### src/rtl/acc_cmd_issuer.sv
// CPU-side command issuer: accepts one command, runs the 4-phase req/ack handshake
// with the accelerator controller, and returns opsum data through a response register.
module acc_cmd_issuer #(
    parameter int ACK_TIMEOUT = 256,
    parameter int CNT_W       = 9
) (
    input  logic        clk,
    input  logic        rst,
    input  logic        cmd_valid,
    output logic        cmd_ready,
    input  logic [2:0]  cmd_op,
    input  logic [31:0] cmd_ctrl,
    input  logic [31:0] cmd_data,
    output logic [7:0]  req,
    output logic [31:0] cpu_ctrl,
    output logic [31:0] cpu_data,
    input  logic        ack,
    input  logic [31:0] acc_ctrl,
    input  logic [31:0] acc_data,
    output logic        rsp_valid,
    input  logic        rsp_ready,
    output logic [31:0] rsp_data,
    output logic [3:0]  rsp_status,
    output logic        busy,
    output logic        err,
    input  logic        err_clr
);

    typedef enum logic [1:0] {IDLE, REQ, REL, RSP} state_t;

    localparam logic [2:0]       OP_OPSUM = 3'd7;
    localparam logic [CNT_W-1:0] CNT_LAST = CNT_W'(ACK_TIMEOUT - 1);

    state_t           state;
    logic [2:0]       op;
    logic [CNT_W-1:0] cnt;
    logic             aborted;
    logic             timeout;

    // Only the four status flags are captured; the upper status bits are ignored.
    logic unused_acc_ctrl;
    assign unused_acc_ctrl = ^acc_ctrl[31:4];

    assign timeout = (cnt == CNT_LAST);

    // NOTE: all state uses non-blocking assignments so every register samples
    // pre-edge values; later assignments in the same edge override earlier ones.
    always_ff @(posedge clk) begin
        if (rst) begin
            state      <= IDLE;
            op         <= '0;
            cnt        <= '0;
            aborted    <= 1'b0;
            req        <= '0;
            cpu_ctrl   <= '0;
            cpu_data   <= '0;
            rsp_valid  <= 1'b0;
            rsp_data   <= '0;
            rsp_status <= '0;
            err        <= 1'b0;
            busy       <= 1'b0;
            cmd_ready  <= 1'b1;
        end else begin
            // NOTE: the clear comes first so a timeout set later in this edge wins.
            if (err_clr) err <= 1'b0;

            unique case (state)
                IDLE: begin
                    if (cmd_valid) begin
                        cpu_ctrl  <= cmd_ctrl;
                        cpu_data  <= cmd_data;
                        req       <= 8'(1) << cmd_op;
                        op        <= cmd_op;
                        cnt       <= '0;
                        aborted   <= 1'b0;
                        cmd_ready <= 1'b0;
                        busy      <= 1'b1;
                        state     <= REQ;
                    end
                end

                REQ: begin
                    if (ack) begin
                        req   <= '0;
                        cnt   <= '0;
                        state <= REL;
                        // acc_data was refreshed on the previous edge, so it is current here.
                        if (op == OP_OPSUM) begin
                            rsp_data   <= acc_data;
                            rsp_status <= acc_ctrl[3:0];
                        end
                    end else if (timeout) begin
                        req     <= '0;
                        cnt     <= '0;
                        err     <= 1'b1;
                        aborted <= 1'b1;
                        state   <= REL;
                    end else begin
                        cnt <= cnt + 1'b1;
                    end
                end

                REL: begin
                    if (!ack || timeout) begin
                        cpu_ctrl <= '0;
                        cpu_data <= '0;
                        cnt      <= '0;
                        if (!ack && op == OP_OPSUM && !aborted) begin
                            rsp_valid <= 1'b1;
                            state     <= RSP;
                        end else begin
                            cmd_ready <= 1'b1;
                            busy      <= 1'b0;
                            state     <= IDLE;
                        end
                        if (ack) err <= 1'b1;
                    end else begin
                        cnt <= cnt + 1'b1;
                    end
                end

                RSP: begin
                    if (rsp_ready) begin
                        rsp_valid <= 1'b0;
                        cmd_ready <= 1'b1;
                        busy      <= 1'b0;
                        state     <= IDLE;
                    end
                end

                default: state <= IDLE;
            endcase
        end
    end

endmodule

### config.mk
export PLATFORM = sky130hd
export DESIGN_NAME = acc_cmd_issuer
export DESIGN_NICKNAME = d
export VERILOG_FILES = /design/src/rtl/acc_cmd_issuer.sv
export SDC_FILE = /design/constraint.sdc
export NUM_CORES = 1
export LEC_CHECK = 0
export CAP_MARGIN = 15
export CORE_ASPECT_RATIO = 1.4
export CORE_MARGIN = 2
export CORE_UTILIZATION = 44
export DETAILED_ROUTE_END_ITERATION = 8
export PLACE_DENSITY = 0.86
export SLEW_MARGIN = 20
export SYNTH_ARGS = -nofsm -noshare
export SYNTH_HDL_FRONTEND = slang
export SYNTH_SLANG_ARGS = --single-unit
### constraint.sdc
create_clock -name clk -period 5.3 [get_ports clk]
set_input_delay 0.795 -clock clk [delete_from_list [all_inputs] [get_ports clk]]
set_output_delay 0.795 -clock clk [all_outputs]
set_load 0.05 [all_outputs]
==> reports/metrics.yaml <==
run_status: "finished, final reports clean"
clkPwrFrac_pct: 31.8
htree_num_levels: 4
hold_slack_ns: 0.4497
ioPinCount: 249
synth-edff-count: 0
design.core.area_sq_um: 11400
final-setup-viol-count: 0
tightestPinTransition_ns: 0.7977
max-clock-path-buffers: 2
place.port_buffers: 220
number_of_nets_in_the_synthesized_netlist: 756
inserted_clock_buffers: 17
cts.reportedPaths.clkPinSlew_ns: 0.05
fp.dieArea_sq_um: 12600
seqCellArea_sq_um: 2542
critical_path_s_slowest_cell: "sky130_fd_sc_hd__ha_2"
dpl.hpwl_microns: 10260
seq_power_share_pct: 29.7
post-route-min-period_ns: 3.189
slew_viol_final: 0
grt_start_max_net_pins: 75
cts.sinks: 127
vias_per_cell: 5.412
floorplan.initialDensity_pct: 45.21
mostFrequentLayoutCells: "218 x sky130_fd_sc_hd__clkdlybuf4s50_1, 149 x sky130_fd_sc_hd__nand2_1, 127 x sky130_fd_sc_hd__dfxtp_1"
rows: 46
worstPathCellList: "inv_1 > ha_2 > buf_4 > or2b_1 > o211ai_4 > buf_4 > nand2_1 > a21oi_1"
yosysSeqAreaShare_pct: 49.34
die_y_microns: 132.0
die_width_microns: 95.46
drive_above_1_share_pct: 5.998
wl_microns: 15390
number_of_max_cap_violations: 0
post_synth.cell_area_avg_sq_um: 8.419
final_nets: 948
wire_per_inst_microns: 16.01
min_path_type: "reg2reg"
hold_viol: 0
clk_latency_ns: 0.41
postSynthCellCount: 612
required_ns: 5.63
total_switching_power_uw: 1480
crit_fanout: 51
final_common_cell: "sky130_fd_sc_hd__clkdlybuf4s50_1"
worst-endpoint-arrival_ns: 3.52
setup_tns_ns: 0
totalPowerFinal_uw: 3904
yosysWarnings: 0
power-per-cell-area_nw_per_um2: 486.5
placed_cell_area_sq_um: 7375
final_antenna_net_count: 0
grt_pass1_wl_microns: 23970
antenna_found_initial: 0
dominant_register_cell_in_the_synthesized_netlist: "sky130_fd_sc_hd__dfxtp_1"
power.static_leakage_uw: 0.002785
master_cell_of_the_clock_root_buffer: "sky130_fd_sc_hd__clkbuf_16"
timing.critical_path.mode_cell: "sky130_fd_sc_hd__buf_4"
drc_violations_left: 0
synth_cell_type_count: 40
synth_largest_area_cell: "sky130_fd_sc_hd__dfxtp_1"
critPathLaunchType: "register"
antenna_cells_inserted: 0
finish.instance_area_sq_um: 8024
worstSetupPathType: "reg2reg"
postCtsSetupRepairBufs: 0
vdd_ir_drop_max_v: 0.0002617
slew_headroom_pct: 46.53
drt_pass1_iterations: 5
grtUsageTotal_pct: 24.00
switching_share_pct: 37.91
holdBufCountCts: 0
cp-end-kind: "register"
postCtsResizedCells: 0
place.gp.congestion: 0.8099
yosysTopAreaCellShare_pct: 49.34
drtIter0Drc: 281
total_internal_power_uw: 2424
dr_total_vias: 5201
clock_tree_from_tritoncts: "yes"
grt_pass1_vias: 4975
min_period_over_period_pct: 60.17
syn-cell-area_sq_um: 5152
nFillCells: 853
synth_async_sr_flop_share_pct: 0
share_comb_of_total_power_pct: 38.5
multi_input_gate_area_in_the_final_layout_sq_um: 2404
finClkSkew_ns: 0.009370
aggregate_global_routing_overflow: 0
setup_repair_after_global_routing_missed_its_margin: "no"
synth_seq_cells: 127
largest_cells_by_area_after_synthesis: "sky130_fd_sc_hd__dfxtp_1 49%, sky130_fd_sc_hd__nand4b_1 11%, sky130_fd_sc_hd__nand2_1 11%"
fmaxAchievable_ghz: 0.3136
critical-path-max-stage-delay_ns: 0.64
area_delta_synth_final_pct: 55.73
[final cells by class]
cell class / count / area share, %
clock inverters: 13 / 2.323
multi-input cells: 426 / 29.95
clock buffers: 19 / 5.645
inverters: 7 / 0.3275
flip-flops and latches: 127 / 31.69
well taps: 144 / 2.245
repair buffers: 225 / 27.82
[final timing paths]
path	from	endpoint	slack [ns]	cells past startpoint
max	state[0]$_SDFFE_PP0P_	cpu_ctrl[3]$_SDFFE_PP0P_	2.11	8
min	cpu_ctrl[23]$_SDFFE_PP0P_	cpu_ctrl[23]$_SDFFE_PP0P_	0.45	2
max reg2reg	state[0]$_SDFFE_PP0P_	cpu_ctrl[3]$_SDFFE_PP0P_	2.11	8
min reg2reg	cpu_ctrl[23]$_SDFFE_PP0P_	cpu_ctrl[23]$_SDFFE_PP0P_	0.45	2
[flip-flops by register name, summed over array words and instances (netlist names)]
signal and cells:
cpu_ctrl 32, cpu_data 32, rsp_data 32, cnt 9
req 8, rsp_status 4, op 3, state 2
aborted 1, busy 1, cmd_ready 1, err 1
rsp_valid 1
[cells in the mapped netlist, types with 7 or more instances]
cell type and count:
sky130_fd_sc_hd__nand2_1 149, sky130_fd_sc_hd__nand4b_1 65, sky130_fd_sc_hd__nor2_1 28, sky130_fd_sc_hd__mux2i_1 11, sky130_fd_sc_hd__inv_1 7, sky130_fd_sc_hd__nor3_1 8
sky130_fd_sc_hd__dfxtp_1 127, sky130_fd_sc_hd__a21oi_1 109, sky130_fd_sc_hd__nand3_1 8, sky130_fd_sc_hd__clkbuf_1 41, sky130_fd_sc_hd__ha_1 7
[kinds of logic after synthesis]
| kind of cell | synth area share [%] |
|---|---|
| AO/OA/AOI/OAI | 12.34 |
| AND/OR/NAND/NOR | 28.53 |
| XOR/XNOR | 1.020 |
| multiplexers | 2.574 |
| flip-flops | 49.34 |
| adder cells (fa/ha/maj) | 1.700 |
| buffers and inverters | 4.493 |
[through the flow]
step	utilization, %	setup slack (ns)	std cells
final	70.41	2.111	961
after CTS	70.32	2.169	961
after detailed placement	64.71	2.214	929
after global placement	64.70	2.356	929
after global routing	70.41	1.930	961
after floorplan	-	3.021	612
[power by group through the flow]
stage	Sequential, uW	Combinational (uW)	Clock, uW
final	1160	1500	1240
after global routing	1170	1600	1300
after CTS	1160	1500	1260
after detailed placement	1180	1490	0
after global placement	1170	1460	0
after floorplan	1570	638	0
[worst max-delay path: cells and delay by family (launching register included)]
kind            cells  cell delay (ns)
buf+inv             3             1.21
fa+ha+maj           1             0.64
simple gates        2             0.49
compound gates      2             0.38
flops               1             0.35
[metal layers]
metal | wire length, microns | GRT usage [%]
met5 | 0 | 0
met3 | 1292 | 7.033
met4 | 534 | 11.83
met1 | 5533 | 25.73
met2 | 8028 | 42.02
(Power assumes the default switching activity.)
